$ cat src/rtl/pipe_mem_pkg.sv
// Shared types and constants for the IF/MEM unified-RAM arbiter.
// The state encoding and owner codes are fixed so both stages decode them identically.
package pipe_mem_pkg;

  typedef enum logic [1:0] {
    IDLE      = 2'd0,
    SERVE_IF  = 2'd1,
    SERVE_MEM = 2'd2,
    DONE      = 2'd3
  } state_t;

  localparam logic OWN_IF  = 1'b0;
  localparam logic OWN_MEM = 1'b1;

  localparam int STARVE_W = 4;
  localparam int WAIT_W   = 8;

endpackage

$ cat src/rtl/pipe_mem_arbiter_if.sv
// Bundles the fetch port, the load/store port and the RAM port of the arbiter.
// The arbiter uses the slave modport; the CPU/RAM environment uses the master modport.
interface pipe_mem_arbiter_if #(
  parameter int AW = 32,
  parameter int DW = 32
);
  logic          if_req;
  logic [AW-1:0] if_addr;
  logic [DW-1:0] if_rdata;
  logic          if_ready;

  logic          mem_req;
  logic          mem_we;
  logic [AW-1:0] mem_addr;
  logic [DW-1:0] mem_wdata;
  logic [DW-1:0] mem_rdata;
  logic          mem_ready;

  logic          ram_req;
  logic          ram_we;
  logic [AW-1:0] ram_addr;
  logic [DW-1:0] ram_wdata;
  logic [DW-1:0] ram_rdata;
  logic          ram_ack;

  logic          stall_if;
  logic          stall_mem;
  logic          err;

  modport slave (
    input  if_req, if_addr, mem_req, mem_we, mem_addr, mem_wdata, ram_rdata, ram_ack,
    output if_rdata, if_ready, mem_rdata, mem_ready,
           ram_req, ram_we, ram_addr, ram_wdata, stall_if, stall_mem, err
  );

  modport master (
    output if_req, if_addr, mem_req, mem_we, mem_addr, mem_wdata, ram_rdata, ram_ack,
    input  if_rdata, if_ready, mem_rdata, mem_ready,
           ram_req, ram_we, ram_addr, ram_wdata, stall_if, stall_mem, err
  );

endinterface

$ cat src/rtl/arb_wait_timer.sv
// Counts RAM wait cycles for the access in flight; expired flags a hung access.
module arb_wait_timer
  import pipe_mem_pkg::*;
#(
  parameter int MAX_WAIT = 15
) (
  input  logic i_clk,
  input  logic i_rst,
  input  logic i_clear,
  input  logic i_en,
  output logic o_expired
);

  logic [WAIT_W-1:0] r_cnt;

  always_ff @(posedge i_clk or posedge i_rst) begin
    if (i_rst) begin
      r_cnt <= '0;
    end else if (i_clear) begin
      r_cnt <= '0;
    end else if (i_en) begin
      r_cnt <= r_cnt + WAIT_W'(1);
    end
  end

  assign o_expired = (r_cnt == WAIT_W'(MAX_WAIT));

endmodule

$ cat src/rtl/pipe_mem_arbiter.sv
// Arbitrates the single-ported unified RAM between instruction fetch and load/store.
// MEM wins by default; after STARVE_LIMIT MEM grants with IF waiting, IF is forced through.
module pipe_mem_arbiter
  import pipe_mem_pkg::*;
#(
  parameter int AW           = 32,
  parameter int DW           = 32,
  parameter int STARVE_LIMIT = 4,
  parameter int MAX_WAIT     = 15
) (
  input  logic                Clock,
  input  logic                Reset,
  pipe_mem_arbiter_if.slave   bus
);

  localparam logic [STARVE_W-1:0] LP_STARVE = STARVE_W'(STARVE_LIMIT);

  state_t                r_state;
  logic                  r_owner;
  logic [STARVE_W-1:0]   r_starve_cnt;
  logic                  r_ram_req;
  logic                  r_ram_we;
  logic [AW-1:0]         r_ram_addr;
  logic [DW-1:0]         r_ram_wdata;
  logic [DW-1:0]         r_if_rdata;
  logic [DW-1:0]         r_mem_rdata;
  logic                  r_if_ready;
  logic                  r_mem_ready;
  logic                  r_err;

  logic w_if_wins;
  logic w_serving;
  logic w_expired;
  logic w_timer_clear;
  logic w_timer_en;

  assign w_if_wins     = bus.if_req & (~bus.mem_req | (r_starve_cnt == LP_STARVE));
  assign w_serving     = (r_state == SERVE_IF) || (r_state == SERVE_MEM);
  assign w_timer_clear = (r_state == IDLE);
  assign w_timer_en    = w_serving & ~bus.ram_ack & ~w_expired;

  arb_wait_timer #(
    .MAX_WAIT (MAX_WAIT)
  ) u_wait_timer (
    .i_clk     (Clock),
    .i_rst     (Reset),
    .i_clear   (w_timer_clear),
    .i_en      (w_timer_en),
    .o_expired (w_expired)
  );

  always_ff @(posedge Clock or posedge Reset) begin
    if (Reset) begin
      r_state      <= IDLE;
      r_owner      <= OWN_IF;
      r_starve_cnt <= '0;
      r_ram_req    <= 1'b0;
      r_ram_we     <= 1'b0;
      r_ram_addr   <= '0;
      r_ram_wdata  <= '0;
      r_if_rdata   <= '0;
      r_mem_rdata  <= '0;
      r_if_ready   <= 1'b0;
      r_mem_ready  <= 1'b0;
      r_err        <= 1'b0;
    end else begin
      r_if_ready  <= 1'b0;
      r_mem_ready <= 1'b0;
      r_err       <= 1'b0;
      case (r_state)
        IDLE: begin
          if (bus.if_req || bus.mem_req) begin
            r_ram_req <= 1'b1;
            if (w_if_wins) begin
              r_state      <= SERVE_IF;
              r_owner      <= OWN_IF;
              r_ram_we     <= 1'b0;
              r_ram_addr   <= bus.if_addr;
              r_ram_wdata  <= '0;
              r_starve_cnt <= '0;
            end else begin
              r_state     <= SERVE_MEM;
              r_owner     <= OWN_MEM;
              r_ram_we    <= bus.mem_we;
              r_ram_addr  <= bus.mem_addr;
              r_ram_wdata <= bus.mem_wdata;
              if (bus.if_req && (r_starve_cnt != LP_STARVE)) begin
                r_starve_cnt <= r_starve_cnt + STARVE_W'(1);
              end
            end
          end
        end
        SERVE_IF, SERVE_MEM: begin
          if (bus.ram_ack) begin
            r_ram_req <= 1'b0;
            r_state   <= DONE;
            if (r_owner == OWN_IF) begin
              r_if_rdata <= bus.ram_rdata;
              r_if_ready <= 1'b1;
            end else begin
              // Stores leave the last load value visible to the MEM stage.
              if (!r_ram_we) begin
                r_mem_rdata <= bus.ram_rdata;
              end
              r_mem_ready <= 1'b1;
            end
          end else if (w_expired) begin
            r_ram_req <= 1'b0;
            r_state   <= DONE;
            r_err     <= 1'b1;
            if (r_owner == OWN_IF) begin
              r_if_rdata <= '0;
              r_if_ready <= 1'b1;
            end else begin
              r_mem_rdata <= '0;
              r_mem_ready <= 1'b1;
            end
          end
        end
        DONE: begin
          r_state <= IDLE;
        end
        default: begin
          r_state <= IDLE;
        end
      endcase
    end
  end

  assign bus.ram_req   = r_ram_req;
  assign bus.ram_we    = r_ram_we;
  assign bus.ram_addr  = r_ram_addr;
  assign bus.ram_wdata = r_ram_wdata;
  assign bus.if_rdata  = r_if_rdata;
  assign bus.mem_rdata = r_mem_rdata;
  assign bus.if_ready  = r_if_ready;
  assign bus.mem_ready = r_mem_ready;
  assign bus.err       = r_err;

  // Combinational so the stage releases on the same edge that ends the ready cycle.
  assign bus.stall_if  = bus.if_req & ~r_if_ready;
  assign bus.stall_mem = bus.mem_req & ~r_mem_ready;

endmodule

$ cat src/flat_wrapper.sv
// flat-port wrapper written by rule: the top's interface ports become plain ports
module pipe_mem_arbiter_flat import pipe_mem_pkg::*;
#(
  parameter int AW           = 32,
  parameter int DW           = 32,
  parameter int STARVE_LIMIT = 4,
  parameter int MAX_WAIT     = 15
)
  (Clock, Reset, bus_if_req, bus_if_addr, bus_mem_req, bus_mem_we, bus_mem_addr, bus_mem_wdata, bus_ram_rdata, bus_ram_ack, bus_if_rdata, bus_if_ready, bus_mem_rdata, bus_mem_ready, bus_ram_req, bus_ram_we, bus_ram_addr, bus_ram_wdata, bus_stall_if, bus_stall_mem, bus_err);
  pipe_mem_arbiter_if #(.AW(AW), .DW(DW)) bus_i ();
  input  logic Clock;
  input  logic Reset;
  input wire logic [$bits(bus_i.if_req)-1:0] bus_if_req;
  input wire logic [$bits(bus_i.if_addr)-1:0] bus_if_addr;
  input wire logic [$bits(bus_i.mem_req)-1:0] bus_mem_req;
  input wire logic [$bits(bus_i.mem_we)-1:0] bus_mem_we;
  input wire logic [$bits(bus_i.mem_addr)-1:0] bus_mem_addr;
  input wire logic [$bits(bus_i.mem_wdata)-1:0] bus_mem_wdata;
  input wire logic [$bits(bus_i.ram_rdata)-1:0] bus_ram_rdata;
  input wire logic [$bits(bus_i.ram_ack)-1:0] bus_ram_ack;
  output wire logic [$bits(bus_i.if_rdata)-1:0] bus_if_rdata;
  output wire logic [$bits(bus_i.if_ready)-1:0] bus_if_ready;
  output wire logic [$bits(bus_i.mem_rdata)-1:0] bus_mem_rdata;
  output wire logic [$bits(bus_i.mem_ready)-1:0] bus_mem_ready;
  output wire logic [$bits(bus_i.ram_req)-1:0] bus_ram_req;
  output wire logic [$bits(bus_i.ram_we)-1:0] bus_ram_we;
  output wire logic [$bits(bus_i.ram_addr)-1:0] bus_ram_addr;
  output wire logic [$bits(bus_i.ram_wdata)-1:0] bus_ram_wdata;
  output wire logic [$bits(bus_i.stall_if)-1:0] bus_stall_if;
  output wire logic [$bits(bus_i.stall_mem)-1:0] bus_stall_mem;
  output wire logic [$bits(bus_i.err)-1:0] bus_err;
  assign bus_i.if_req = bus_if_req;
  assign bus_i.if_addr = bus_if_addr;
  assign bus_i.mem_req = bus_mem_req;
  assign bus_i.mem_we = bus_mem_we;
  assign bus_i.mem_addr = bus_mem_addr;
  assign bus_i.mem_wdata = bus_mem_wdata;
  assign bus_i.ram_rdata = bus_ram_rdata;
  assign bus_i.ram_ack = bus_ram_ack;
  assign bus_if_rdata = bus_i.if_rdata;
  assign bus_if_ready = bus_i.if_ready;
  assign bus_mem_rdata = bus_i.mem_rdata;
  assign bus_mem_ready = bus_i.mem_ready;
  assign bus_ram_req = bus_i.ram_req;
  assign bus_ram_we = bus_i.ram_we;
  assign bus_ram_addr = bus_i.ram_addr;
  assign bus_ram_wdata = bus_i.ram_wdata;
  assign bus_stall_if = bus_i.stall_if;
  assign bus_stall_mem = bus_i.stall_mem;
  assign bus_err = bus_i.err;
  pipe_mem_arbiter #(.AW(AW), .DW(DW), .STARVE_LIMIT(STARVE_LIMIT), .MAX_WAIT(MAX_WAIT)) u_core (.Clock(Clock), .Reset(Reset), .bus(bus_i));
endmodule
$ cat config.mk
export PLATFORM = sky130hd
export DESIGN_NAME = pipe_mem_arbiter_flat
export DESIGN_NICKNAME = d
export VERILOG_FILES = /design/src/rtl/pipe_mem_pkg.sv /design/src/rtl/pipe_mem_arbiter_if.sv /design/src/rtl/arb_wait_timer.sv /design/src/rtl/pipe_mem_arbiter.sv /design/src/flat_wrapper.sv
export SDC_FILE = /design/constraint.sdc
export NUM_CORES = 1
export LEC_CHECK = 0
export ABC_AREA = 1
export CAP_MARGIN = 20
export CORE_ASPECT_RATIO = 0.8
export CORE_MARGIN = 1
export CORE_UTILIZATION = 48
export CTS_CLUSTER_SIZE = 12
export DETAILED_ROUTE_END_ITERATION = 7
export GPL_TIMING_DRIVEN = 0
export HOLD_SLACK_MARGIN = 0.03
export PLACE_DENSITY = 0.87
export SLEW_MARGIN = 20
export SYNTH_ARGS = -nofsm -noshare
export SYNTH_HDL_FRONTEND = slang
export SYNTH_SLANG_ARGS = --single-unit
$ cat constraint.sdc
create_clock -name Clock -period 11.01 [get_ports Clock]
set_input_delay 2.202 -clock Clock [delete_from_list [all_inputs] [get_ports Clock]]
set_output_delay 2.202 -clock Clock [all_outputs]
set_load 0.005 [all_outputs]
==> results.md <==
* Status: completed
* FF-to-FF path depth at 10
* Sequential cell area fraction in the yosys report at 52.9%
* Top cells by count, synth: nand2_1, dfrtp_1, nand3_1, nand4_1, o21ai_0
* Distinct cells, synth at 23
* Starting density of the core at 49.1%
* Clock Path Buffers at 2
* Leak at 5.30 nW
* DR vias at a little over 7000
* Slowest library cell on the worst path: clkdlybuf4s50_1
* Via density at between 5 and 6
* Number of remaining DRC errors at 0
* Core Area at 14200 um^2
* Hold depth at 2
* Post-synth EDFFs at 0
* Detailed Place HPWL at 15500 um
* Syn nets at slightly above 1000
* Period utilization at between 50% and 60%
* Post-CTS Setup Bufs at 0
* Worst r2r src: u_core.r_state[0]
* # rows at 39
* Ranking of synthesized cells by area: dfrtp_1, nand2_1, nand4_1
* Crit path kind: in2out
* Count leader, synth: nand2_1
* CTS root buf: clkbuf_16
* First-pass GRT wire length at ~34000 um
* DR WL/cell at 15.7 um
* Ports at around 270
* Slowest cell delay on critical path at roughly 510 ps
* Slew @ Worst Pin at ~530 ps
* Die H at 110 um
* Peak VDD IR at roughly 0.15 mV
* Layout Utilization at ~74%
* CP top delay family: buffers and inverters
* H-tree depth at 4
* Hold_sp: u_core.bus.mem_rdata[6]
* Worst hold-check path type: reg2reg
* Synth area leader: dfrtp_1
* Routed WL at approximately 22000 um
* Top_reg_cell synth: dfrtp_1
* Initial DRC count at 500
* Seq cells post-synth at approximately 150
* Num CTS Buffers at 17
* Crit path capture type: output port
* Critical Path Stages at 5
* Final hold slack at between 400 and 500 ps
* Area occupied by multi-input gates at 2800 um^2
* Synth top area share at between 50% and 60%
* Setup TNS at 0 ps
* Syn-to-layout area delta at 50.0%
* YS warnings at 0
* Max_slew headroom at between 60% and 70%
* # port buffers at about 270
* Antenna cells at 0
* Post_cts resized at 0
* Fmax at roughly 170 MHz
* Global route total overflow at 0
* Cell area after synthesis at approximately 7000 um^2
* Avg Cell Area, Syn at between 7 and 8 um^2
* R2R setup slack at roughly 9000 ps
* GRT Resource Usage Total at 29.4%
* FILL cells at 1091
* CTS tree: built
* RSZ-0062 raised after global routing: no
* Synthesized instance count at ~890
* Post-synth ARST share at 100%
* Clk sink count at around 150
* Hold Vio Cnt, Final at 0
* Hold-fix buffers, CTS at 0
* CP Launch Type: input port
* Initial antenna violation count at 0
* Reg clk slew, reported paths at 60 ps
* Min Tclk post-route at roughly 5700 ps
* Register area at between 3000 and 4000 um^2
* Final setup viols at 0
* Worst R2R End: u_core.u_wait_timer.r_cnt[5]
* PD cells at 258 nW/um^2
* Crit path DAT at 3520 ps
* Max-Cap Viols at 0
* Routed Antenna Nets at 0
* Proportion of layout cells with a drive suffix above 1 at under 10%
* GP Congestion at 0.877
* DIE AREA at between 15000 and 20000 um^2
* Hold endpoint: u_core.bus.mem_rdata[6]
* Critical Path, Cell by Cell: buf_2 -> clkbuf_1 -> inv_1 -> nor2_1 -> clkdlybuf4s50_1
* DIE WIDTH at 137 um
* DR pass1 iterations at 5
* Fin nets at ~1300
* Clk_lat worst skew at roughly 420 ps
* Pin count of the biggest net entering global routing at around 100
* Critical Path RT at between 8000 and 9000 ps
* CP Buf/Inv Count at 4
* Max FO, Critical Path at 10
* Max-slew violations at 0
* Vias in the first global route at 6882
* Skew final at between 10 and 15 ps
-- report_power, final --
group | total, mW | internal, mW | switching [mW]
Clock | 0.562 | 0.340 | 0.221
Sequential | 0.912 | 0.780 | 0.131
Combinational | 1.23 | 0.611 | 0.622
Total | 2.71 | 1.73 | 0.974
-- registers in the layout, indices dropped and copies added (netlist names), 2 cells and up --
register / flops
u_core.bus.if_rdata: 32
u_core.bus.mem_rdata: 32
u_core.bus.ram_addr: 32
u_core.bus.ram_wdata: 32
u_core.r_starve_cnt: 4
u_core.r_state: 2
u_core.u_wait_timer.r_cnt: 8
-- layout by cell type, fill, tap and decap left out, drive strengths merged --
cell           instances
xor2                   2
dfrtp                148
nand4                 67
a21oi                  1
nor3                   2
clkbuf                57
or2                    1
clkinvlp               1
nand2                368
ha                     5
inv                   53
o21bai                 1
clkinv                 9
clkdlybuf4s50        267
buf                   28
nand3                 82
o21ai                 70
bufinv                 2
nor2                  26
-- layer usage --
metal | global-route usage (%) | part of all wire [%]
met1 | 39.1 | 43
met2 | 46.4 | 47
met5 | 0 | 0
met3 | 6.13 | 7.1
met4 | 13.9 | 3.1
-- worst max path at each step --
stage | end | start | slack [ps]
after floorplan | u_core.bus.err | Reset | 4830
after global placement | u_core.bus.mem_rdata[6] | Reset | 2770
after detailed placement | bus_stall_if | bus_if_req | 5290
after CTS | bus_stall_if | bus_if_req | 5280
after global routing | bus_stall_if | bus_if_req | 5140
final | bus_stall_if | bus_if_req | 5290
-- final cells by class --
cell class	instances	area share, %
plain buffers	65	2.78
clock buffers	19	4.31
clock inverters	11	1.06
inverters	54	2.00
multi-input cells	625	26.7
flip-flops and latches	148	35.3
well taps	184	2.19
repair buffers	268	25.7
-- through the flow --
step	std cells	area (um^2)	total power [mW]	worst slack, ps
after global placement	1343	9900	2.10	2770
after CTS	1374	10500	2.71	5280
after detailed placement	1344	9940	2.13	5290
after global routing	1374	10500	2.89	5140
final	1374	10500	2.71	5290
after floorplan	892	7000	1.45	4830
-- tightest hold or removal path: stages (launching register included) --
cell and delay, ps:
dfrtp_1 330, nand2_1 60, nand2_1 50
-- kinds of logic after synthesis --
kind of cell	synth area share, %
DFF	52.9
adders and majority gates	0.893
buffers and inverters	7.06
AOI/OAI and AO/OA	5.34
xor gates and xnor gates	0.250
and+or+nand+nor	33.6
(Power assumes the default switching activity.)
